<file path="src/rtl/spa_rbs_unwind.sv">
// spa_rbs_unwind: parametrised register-backup stack with RNUM control and a hardware unwind sequencer
module spa_rbs_unwind #(
  parameter int DEPTH = 6,
  parameter int RNUM_W = 4,
  parameter int DSIZE_W = 2,
  parameter int DELTA_W = 8,
  parameter int CNT_W = $clog2(DEPTH + 1)
) (
  input  logic               m_clk_l,
  input  logic               reset_l,
  input  logic               d_clk_en_h,
  input  logic               push_h,
  input  logic               push_add_h,
  input  logic [DSIZE_W-1:0] dsize_h,
  input  logic               ird_ld_rnum_h,
  input  logic [RNUM_W-1:0]  ird_rnum_h,
  input  logic               wb_ld_rnum_h,
  input  logic [RNUM_W-1:0]  wbus_in_h,
  input  logic               read_rbs_h,
  input  logic               zero_rbs_h,
  input  logic               unw_start_h,
  input  logic               unw_ack_h,
  output logic [RNUM_W-1:0]  rnum_h,
  output logic [CNT_W-1:0]   rbs_cnt_h,
  output logic               rbs_full_h,
  output logic               rbs_empty_h,
  output logic               rbs_ovf_h,
  output logic               rbs_unf_h,
  output logic               unw_req_h,
  output logic [RNUM_W-1:0]  unw_rnum_h,
  output logic [DELTA_W-1:0] unw_delta_h,
  output logic               unw_busy_h,
  output logic               unw_done_h
);
  localparam int IW = $clog2(DEPTH);
  typedef enum logic [1:0] {IDLE, REQ, DONE} state_t;
  state_t state, state_d;
  logic [CNT_W-1:0] cnt, cnt_d, base;
  logic [RNUM_W-1:0] rnum, rnum_d;
  logic ovf, ovf_d, unf, unf_d;
  logic add_q [DEPTH];
  logic [DSIZE_W-1:0] dsize_q [DEPTH];
  logic [RNUM_W-1:0] rnum_q [DEPTH];
  logic [IW-1:0] top, wr;
  logic idle, pop, unf_set, push_ok, ovf_set, upop;
  logic [DELTA_W-1:0] mag;
  always_comb begin
    idle = state == IDLE;
    top = IW'(cnt - 1'b1);
    pop = idle && read_rbs_h && cnt != '0 && !zero_rbs_h;
    unf_set = idle && read_rbs_h && cnt == '0 && !zero_rbs_h;
    base = pop ? cnt - 1'b1 : cnt;
    wr = IW'(base);
    push_ok = idle && push_h && !zero_rbs_h && base != CNT_W'(DEPTH);
    ovf_set = idle && push_h && !zero_rbs_h && base == CNT_W'(DEPTH);
    upop = state == REQ && unw_ack_h && !zero_rbs_h;
    cnt_d = zero_rbs_h ? '0 : upop ? cnt - 1'b1 : base + CNT_W'(push_ok);
    rnum_d = ird_ld_rnum_h ? ird_rnum_h : wb_ld_rnum_h ? wbus_in_h : pop ? rnum_q[top] : rnum;
    ovf_d = !zero_rbs_h && (ovf || ovf_set);
    unf_d = !zero_rbs_h && (unf || unf_set);
    state_d = state;
    case (state)
      IDLE: if (unw_start_h && !zero_rbs_h) state_d = cnt != '0 ? REQ : DONE;
      REQ: if (zero_rbs_h) state_d = IDLE; else if (unw_ack_h && cnt == CNT_W'(1)) state_d = DONE;
      default: state_d = IDLE;
    endcase
  end
  always_ff @(posedge m_clk_l or negedge reset_l) begin
    if (!reset_l) begin
      state <= IDLE;
      cnt <= '0;
      rnum <= '0;
      ovf <= 1'b0;
      unf <= 1'b0;
    end else if (d_clk_en_h) begin
      state <= state_d;
      cnt <= cnt_d;
      rnum <= rnum_d;
      ovf <= ovf_d;
      unf <= unf_d;
    end
  end
  // the pushed entry captures RNUM as it was before any same-cycle load
  always_ff @(posedge m_clk_l) begin
    if (d_clk_en_h && push_ok) begin
      add_q[wr] <= push_add_h;
      dsize_q[wr] <= dsize_h;
      rnum_q[wr] <= rnum;
    end
  end
  always_comb begin
    mag = DELTA_W'(1) << dsize_q[top];
    unw_req_h = state == REQ;
    unw_rnum_h = unw_req_h ? rnum_q[top] : '0;
    unw_delta_h = !unw_req_h ? '0 : add_q[top] ? -mag : mag;
    unw_busy_h = !idle;
    unw_done_h = state == DONE;
    rnum_h = rnum;
    rbs_cnt_h = cnt;
    rbs_full_h = cnt == CNT_W'(DEPTH);
    rbs_empty_h = cnt == '0;
    rbs_ovf_h = ovf;
    rbs_unf_h = unf;
  end
endmodule

</file>
<file path="config.mk">
export PLATFORM = sky130hd
export DESIGN_NAME = spa_rbs_unwind
export DESIGN_NICKNAME = d
export VERILOG_FILES = /design/src/rtl/spa_rbs_unwind.sv
export SDC_FILE = /design/constraint.sdc
export NUM_CORES = 1
export LEC_CHECK = 0
export CAP_MARGIN = 30
export CORE_AREA = 2 2 62 93
export DETAILED_ROUTE_END_ITERATION = 8
export DIE_AREA = 0 0 64 95
export PLACE_DENSITY_LB_ADDON = 0.1
export SYNTH_ARGS = -nofsm -noshare
export SYNTH_HDL_FRONTEND = slang
export SYNTH_SLANG_ARGS = --single-unit
</file>
<file path="constraint.sdc">
create_clock -name m_clk_l -period 4.65 [get_ports m_clk_l]
set_input_delay 0.93 -clock m_clk_l [delete_from_list [all_inputs] [get_ports m_clk_l]]
set_output_delay 0.93 -clock m_clk_l [all_outputs]
set_load 0.01 [all_outputs]
</file>
==> impl_metrics.toml, run 1 <==
[outcome]
status = "finished, final reports clean"

[die]
rows = 33
io_pins = 47
core_um2 = 5330
fp.dieH_um = 95
initial_utilization = 0.496
die-area_um2 = 6080
die_width_um = 64

[timing]
whs_ns = 0.549
maxSlewViolCount = 0
hold_viol = 0
setup_viol = 0
layout_min_cycle_time_ns = 4.32
fin_skew_ns = 0.00691
fin_crit_sh = 0.929
max_freq_mhz = 232
setup_tns_ns = 0
worstMarginPinSlew_ns = 0.739
rsz0062_at_grt = "no"
max_slew_margin = 0.505

[global_routing]
grt_max_degree = 17
grt_use_total = 0.204
grt_pass1_wl_mm = 9.30
use_met3 = 0.0322
antenna_found_initial = 0
grt-busiest-layer = "met2"
grt_use_met2 = 0.374
gr-usage-met1 = 0.241
first_global_vias = 1873
overflow = 0

[logic_synthesis]
syn_area_per_cell_um2 = 12.8
ys_ff_latch = 53
netlist_area_um2 = 2640
netlist.area_leader.share = 0.477
synth_ff_type = "edfxtp_1"
syn_nets = 234
ys_warn_count = 0
synthArstFlopShare = 0.208
synth.area.top_cells = "edfxtp_1, dfrtp_1, mux4_2"
synth_largest_area_cell = "edfxtp_1"
yosysSeqAreaShare = 0.581
synth_cell_types = 42
synth_edf_count = 42
postSynthCellCount = 206

[placement]
place.gp.congestion = 0.796
dp.final_hpwl_mm = 4.09
io_buffers = 46

[min_path]
min_path_type = "flip-flop to flip-flop"
hold_depth = 2
hold_start = "rbs_ovf_h"
hold_end = "rbs_ovf_h"

[pwr]
p_leak_uw = 0.00116
cellPowerDensity_nw_per_um2 = 493
total_power_uw = 1610
ir_drop_mv = 0.316

[clocking]
cts_buffers = 5
cts_setup_buffers = 0
clockBufferDepth = 2
ctsHtreeMaxLevel = 2
clk_pin_slew_ns = 0.09
cts_root_buf = "clkbuf_8"
cts.repair.resized = 0
clk_latency_ns = 0.30
ctsHoldBuffers = 0
cts_sinks = 53
cts_tree = "done"

[critical_path]
crit_path_end_kind = "output port"
startpoint = "rbs_cnt_h[0]"
r2r_start = "rbs_cnt_h[0]"
critPathRequiredTime_ns = 3.72
regToRegSetupSlack_ns = 1.49
critPathLaunchType = "flip-flop"
rr_worst_depth = 11
worstPathArrival_ns = 3.39
crit_type = "flip-flop to output port"
worstReg2RegEnd = "rbs_cnt_h[2]"
critPathMaxFanout = 8

[route]
drtPass1Iterations = 4
wl_per_cell_um = 17.5
drt-total-wl_mm = 5.60
viasPerCell = 5.47
ant_nets = 0
drc = 0
vias = 1749
drt_iter0_drc = 105

[job]
drv_cap = 0

[layout]
final_nets = 278
antenna_cells = 0
areaGrowthSynthToFinish_pct = 23.4
drive_gt1_frac = 0.100
nFillCells = 423
-- layout make-up --
class | instances | area, µm² | area share
Sequential cell | 53 | 1540 | 0.471
Multi-Input combinational cell | 131 | 1010 | 0.309
Timing Repair Buffer | 49 | 483 | 0.148
Tap cell | 70 | 87.6 | 0.0269
Clock buffer | 5 | 68.8 | 0.0211
Clock inverter | 2 | 38.8 | 0.0119
Inverter | 10 | 37.5 | 0.0115
-- critical path, stage by stage, from the launching register on --
cell and delay [ns]:
dfrtp_1 0.52, inv_1 0.21, ha_1 0.27, xnor2_1 0.46, nor2_1 0.11, a21oi_1 0.33
nand2b_1 0.13, ha_1 0.21, a211oi_1 0.26, clkdlybuf4s50_1 0.59
-- where the power goes --
part	switching, µW	internal, µW	leakage [µW]
Combinational	362	333	0.000586
Clock	148	159	0.0000546
Sequential	50.2	555	0.000517
-- worst max-delay path by stage --
stage / to / slack [ns] / cells past startpoint
final: unw_delta_h[4] / 0.33 / 9
after global routing: unw_delta_h[4] / 0.002 / 9
after CTS: unw_delta_h[4] / 0.30 / 9
after detailed placement: unw_delta_h[4] / 0.64 / 9
after global placement: unw_delta_h[4] / 0.77 / 9
after floorplan: unw_delta_h[6] / 0.58 / 11
-- per-stage QoR --
stage          worst slack [ns]  std cells  utilization  cell area (µm²)
2_1_floorplan             0.582        206            -             2640
3_3_place_gp              0.770        313        0.592             3150
3_5_place_dp              0.635        313        0.592             3150
4_1_cts                   0.299        320        0.612             3260
5_1_grt                 0.00177        320        0.612             3260
6_report                  0.331        320        0.612             3260
-- kinds of logic (layout without fill, tap and decap cells) --
| group | count (synthesis) | count (layout) | synth area share |
|---|---|---|---|
| adders and majority gates | 7 | 7 | 0.0331 |
| xor gates and xnor gates | 5 | 5 | 0.0218 |
| DFF | 53 | 53 | 0.581 |
| and+or+nand+nor | 57 | 57 | 0.116 |
| AOI/OAI and AO/OA | 44 | 44 | 0.106 |
| muxes | 18 | 18 | 0.104 |
| buffers and inverters | 22 | 66 | 0.0369 |
-- metal layers --
metal / share of wire / routed length [µm] / vias to the layer above
li1: - / - / 849
met1: 0.42 / 2360 / 864
met5: 0 / 0 / -
met2: 0.54 / 3030 / 29
met4: 0.013 / 70 / 0
met3: 0.023 / 128 / 7
-- flip-flops by register name, summed over array words and instances, names as in the netlist --
register,cells
add_q,6
dsize_q,12
rbs_cnt_h,3
rbs_ovf_h,1
rbs_unf_h,1
rnum_h,4
rnum_q,24
state,2
-- layout by cell type, fill, tap and decap left out, types with 2 or more instances in the layout --
cell type        Yosys  routed
mux4_2               7       7
o21ai_0              5       5
and2_1               2       2
nor2_1              29      29
inv_1               10      10
a21oi_1             20      20
ha_1                 7       7
nand2b_1             3       3
o21a_1               2       2
edfxtp_1            42      42
a221oi_1             4       4
clkbuf_8             0       5
and3_1               3       3
a41oi_1              2       2
nor3_1               3       3
nor2b_1              4       4
clkdlybuf4s50_1      0      46
dfrtp_1             11      11
buf_4                1       3
mux2_2               2       2
o22ai_1              2       2
nor4b_4              2       2
nand2_1              6       6
a211oi_1             2       2
xnor2_1              4       4
mux2i_1              8       8
-- synthesized netlist by cell type (all sizes together) (2+ instances only) --
cell type  instances
a211oi             2
a21oi             20
a221oi             4
a41oi              2
and2               2
and3               3
buf                6
clkbuf             6
dfrtp             11
edfxtp            42
ha                 7
inv               10
mux2               3
mux2i              8
mux4               7
nand2              6
nand2b             3
nor2              29
nor2b              4
nor3               4
nor4b              2
o21a               2
o21ai              5
o22ai              3
xnor2              4
Power figures use the tool's default switching activity.
==> run 2, diff against run 1 <==
--- a/constraint.sdc
+++ b/constraint.sdc
@@ -3,2 +3,2 @@
 set_output_delay 0.93 -clock m_clk_l [all_outputs]
-set_load 0.01 [all_outputs]
+set_load 0.05 [all_outputs]
==> run 2 against run 1 <==
Compared with the run above:
- register-to-register slack better by 0.09 ns
- sequential power down 1%
- largest cell class unchanged
- total power up 12%
- sequential cell count unchanged
- worst setup slack better by 0.080 ns
- critical path type unchanged
==> impl_metrics.toml, run 2 (synthesis results as in run 1) <==
[outcome]
status = "finished, final reports clean"

[critical_path]
critPathRequiredTime_ns = 3.72
crit_type = "flip-flop to output port"
critPathLaunchType = "flip-flop"
critPathMaxFanout = 11
crit_path_end_kind = "output port"
worstPathArrival_ns = 3.31

[route]
ant_nets = 0
wl_per_cell_um = 17.6
drt-total-wl_mm = 5.64
vias = 1766
viasPerCell = 5.52
drtPass1Iterations = 4
drt_iter0_drc = 115
drc = 0

[clocking]
clk_latency_ns = 0.30
cts_tree = "done"
ctsHtreeMaxLevel = 2
ctsHoldBuffers = 0
cts_buffers = 5
cts.repair.resized = 0
clockBufferDepth = 2
clk_pin_slew_ns = 0.10
cts_root_buf = "clkbuf_8"
cts_setup_buffers = 0
cts_sinks = 53

[pwr]
p_leak_uw = 0.00120
cellPowerDensity_nw_per_um2 = 537
ir_drop_mv = 0.319
total_power_uw = 1800

[timing]
fin_skew_ns = 0.00854
max_slew_margin = 0.490
max_freq_mhz = 236
fin_crit_sh = 0.912
rsz0062_at_grt = "no"
setup_tns_ns = 0
layout_min_cycle_time_ns = 4.24
worstMarginPinSlew_ns = 0.762
maxSlewViolCount = 0
setup_viol = 0
whs_ns = 0.548
hold_viol = 0

[die]
die_width_um = 64
fp.dieH_um = 95
initial_utilization = 0.496
rows = 33
io_pins = 47
die-area_um2 = 6080
core_um2 = 5330

[layout]
drive_gt1_frac = 0.152
antenna_cells = 0
final_nets = 277
fin_area_um2 = 3360
top_regs = "rnum_q: 24 flops, dsize_q: 12 flops, add_q: 6 flops"
final_common_cell = "edfxtp_1"
regMostFlops = "rnum_q"
areaGrowthSynthToFinish_pct = 27.2
final_cell_mix = "edfxtp_1, clkdlybuf4s50_1, nor2_1"
largest_reg_flops = 24

[global_routing]
grt_pass1_wl_mm = 8.89
grt-busiest-layer = "met2"
gr-usage-met1 = 0.231
grt_use_met2 = 0.370
grt_max_degree = 21
grt_use_total = 0.199
antenna_found_initial = 0
first_global_vias = 1710
use_met3 = 0.0346
overflow = 0

[min_path]
min_path_type = "flip-flop to flip-flop"

[placement]
placed_area_um2 = 3270
place.gp.congestion = 0.878
dp.final_hpwl_mm = 4.17
io_buffers = 46

[job]
drv_cap = 0
[run 2: cell types whose count changed in the layout (fill, tap and decap cells not counted), sizes merged]
cell / before / now
clkinv: 0 / 2
bufinv: 1 / 0
clkdlybuf4s50: 46 / 34
buf: 3 / 14
[run 2: per-stage QoR]
stage,utilization,std cells,setup WS (ns)
global route,0.631,320,0.212
floorplan,-,206,-0.0845
detailed placement,0.614,312,0.763
CTS,0.631,320,0.420
finish,0.631,320,0.411
global placement,0.614,312,0.899
[run 2: report_power, final]
part | internal (µW) | total (µW) | switching (µW)
clock network | 107 | 260 | 152
registers | 555 | 599 | 44.1
logic | 370 | 946 | 576
total | 1030 | 1800 | 772
[run 2: worst paths after layout]
check / slack [ns] / start / cells past startpoint / endpoint
worst max register to register: 1.58 / rbs_cnt_h[1] / 10 / rbs_cnt_h[2]
worst min-delay path: 0.55 / rbs_unf_h / 2 / rbs_unf_h
worst min register to register: 0.55 / rbs_unf_h / 2 / rbs_unf_h
worst max-delay path: 0.41 / rbs_cnt_h[1] / 8 / unw_delta_h[4]
max in group asynchronous: 3.32 / reset_l / 1 / state[1]
min in group asynchronous: 0.97 / reset_l / 1 / rbs_cnt_h[0]
[run 2: final cells by class]
type	count	area [µm²]
clock buffers	5	68.8
clock inverters	3	21.3
fillers	418	1960
inverters	10	37.5
multi-input cells	131	1030
flip-flops and latches	53	1540
well taps	70	87.6
repair buffers	48	583
[run 2: metal layers]
layer	vias up	wire length, µm	share of wire
met5	-	0	0
met1	862	2250	0.40
met3	7	201	0.036
met2	47	3100	0.55
met4	0	82	0.015
li1	850	-	-
[run 2: critical path, stage by stage, from the launching register on]
cell,delay [ns]
dfrtp_1,0.50
inv_1,0.15
ha_1,0.58
mux4_2,0.37
a21oi_1,0.44
nand2b_1,0.17
ha_1,0.27
a211oi_4,0.34
buf_12,0.18
==> run 3, diff against run 2 <==
- ABC_AREA: not set -> 1
==> run 3 against run 2 <==
Compared with the run above:
- synthesized cell count is 46% higher
- via count is 20% higher
- register-to-register slack gained 0.58 ns
==> impl_metrics.toml, run 3 <==
[outcome]
status = "finished, final reports clean"

[clocking]
clk_latency_ns = 0.30
clockBufferDepth = 2
cts_setup_buffers = 0
ctsHtreeMaxLevel = 2
cts_buffers = 5
cts_tree = "done"
cts_sinks = 53
ctsHoldBuffers = 0
clk_pin_slew_ns = 0.10
cts_root_buf = "clkbuf_8"
cts.repair.resized = 0

[critical_path]
regToRegSetupSlack_ns = 2.16
startpoint = "rbs_cnt_h[1]"
critPathLaunchType = "flip-flop"
rr_worst_depth = 8
r2r_start = "rbs_cnt_h[1]"
crit_path_end_kind = "output port"
worstReg2RegEnd = "rnum_q[5][0]"
critPathMaxFanout = 11
crit_end = "unw_delta_h[3]"
worstPathArrival_ns = 2.99
crit_type = "flip-flop to output port"
critPathRequiredTime_ns = 3.72

[global_routing]
grt_max_degree = 26
overflow = 0
antenna_found_initial = 0
grt_pass1_wl_mm = 9.54
first_global_vias = 2051
grt_use_total = 0.207

[timing]
setup_ws_ns = 0.729
max_slew_margin = 0.479
setup_tns_ns = 0
rsz0062_at_grt = "no"
hold_viol = 0
max_freq_mhz = 255
fin_skew_ns = 0.00466
setup_viol = 0
layout_min_cycle_time_ns = 3.92
maxSlewViolCount = 0
fin_crit_sh = 0.843
worstMarginPinSlew_ns = 0.779

[logic_synthesis]
synth_largest_area_cell = "edfxtp_1"
netlist.area_leader.share = 0.469
synth_edf_count = 42
netlist_area_um2 = 2690
synth_cell_types = 26
synth.most_common_cell = "nand2_1"
postSynthCellCount = 300
syn_nets = 328
synth.area.top_cells = "edfxtp_1, nand2_1, dfrtp_1"
ys_warn_count = 0
synth_common_cells = "nand2_1, nor2_1, edfxtp_1"
ys_ff_latch = 53
yosysSeqAreaShare = 0.571
synth_ff_type = "edfxtp_1"
synthArstFlopShare = 0.208
syn_area_per_cell_um2 = 8.97

[pwr]
p_leak_uw = 0.00137
ir_drop_mv = 0.309
seqPwrFrac = 0.330
combPwrFrac = 0.526
p_clk_frac = 0.144
cellPowerDensity_nw_per_um2 = 546
total_power_uw = 1810
switching_power_uw = 844
switching_share = 0.465
p_int_uw = 970

[layout]
seq_area_um2 = 1540
final_nets = 376
regMostFlops = "rnum_q"
antenna_cells = 0
final_cell_count_no_fill = 419
final_cell_mix = "nand2_1, nor2_1, clkdlybuf4s50_1"
multi_input_area_um2 = 991
largest_reg_flops = 24
nFillCells = 462
drive_gt1_frac = 0.100
fin_util = 0.623
areaGrowthSynthToFinish_pct = 23.4
top_regs = "rnum_q: 24 flops, dsize_q: 12 flops, add_q: 6 flops"
final_common_cell = "nand2_1"

[route]
wl_per_cell_um = 13.9
viasPerCell = 5.06
drc = 0
drt-total-wl_mm = 5.82
ant_nets = 0
vias = 2119
drtPass1Iterations = 4
drt_iter0_drc = 91

[placement]
dp_slack_ns = 1.07
place.gp.congestion = 0.834
io_buffers = 46
dp.final_hpwl_mm = 4.40
dp.cells = 411

[die]
die_width_um = 64
fp.dieH_um = 95
core_um2 = 5330
die-area_um2 = 6080
rows = 33
io_pins = 47
initial_utilization = 0.505

[min_path]
min_path_type = "flip-flop to flip-flop"

[job]
drv_cap = 0
-- run 3: cell types whose count changed after synthesis, sizes merged, moves of 6 or more --
cell    before  now
o21ai        5   15
nand2        6  100
inv         10   28
nor2        29   49
mux4         7    0
mux2i        8    0
clkbuf       6    0
nand3        1   18
a21oi       20   12
-- run 3: worst min path at each step --
stage,cells after the start,from,endpoint
2_1_floorplan,2,state[1],state[1]
3_3_place_gp,1,rbs_unf_h,rbs_unf_h
3_5_place_dp,1,rbs_unf_h,rbs_unf_h
4_1_cts,1,rbs_unf_h,rbs_unf_h
5_1_grt,1,rbs_unf_h,rbs_unf_h
6_report,1,rbs_unf_h,rbs_unf_h
-- run 3: kinds of logic (layout without fill, tap and decap cells) --
family,after synthesis,after routing,share of synthesized area
adder cells (fa/ha/maj),7,7,0.0325
AND/OR/NAND/NOR,172,172,0.266
buffers and inverters,35,84,0.0609
AO/OA/AOI/OAI,33,33,0.0693
flip-flops,53,53,0.571
-- run 3: layer usage --
metal	part of all wire	vias to the layer above	wire length, µm	track usage
met3	0.044	5	257	0.0298
met1	0.39	979	2290	0.238
met5	0	-	0	0
met2	0.55	55	3210	0.391
met4	0.012	0	67	0.0598
li1	-	1080	-	-
-- run 3: final cells by class --
| cell class | instances | share of cell area |
|---|---|---|
| Clock inverter | 3 | 0.00791 |
| Multi-Input combinational cell | 212 | 0.298 |
| Timing Repair Buffer | 48 | 0.152 |
| Clock buffer | 5 | 0.0207 |
| Inverter | 28 | 0.0317 |
| Tap cell | 70 | 0.0264 |
| Sequential cell | 53 | 0.463 |
-- run 3: metrics by stage --
step / area (µm²) / hold WS (ns)
detailed placement: 3230 / 0.488
global route: 3320 / 0.528
global placement: 3230 / 0.481
CTS: 3320 / 0.510
floorplan: 2690 / 0.569
finish: 3320 / 0.501
-- run 3: power by group through the flow --
stage	logic [µW]	registers, µW	clock network (µW)
finish	955	598	262
global route	1050	604	288
CTS	966	599	269
detailed placement	963	609	0
global placement	956	608	0
floorplan	640	670	0
-- run 3: critical path, stage by stage, from the launching register on --
cell,delay [ns]
dfrtp_1,0.40
inv_1,0.10
ha_1,0.20
inv_1,0.05
nand2_1,0.04
nand2_1,0.35
inv_1,0.25
nand3_1,0.16
nand2_2,0.08
nor2_1,0.14
nand2_1,0.06
nand2_1,0.06
clkdlybuf4s50_1,0.79
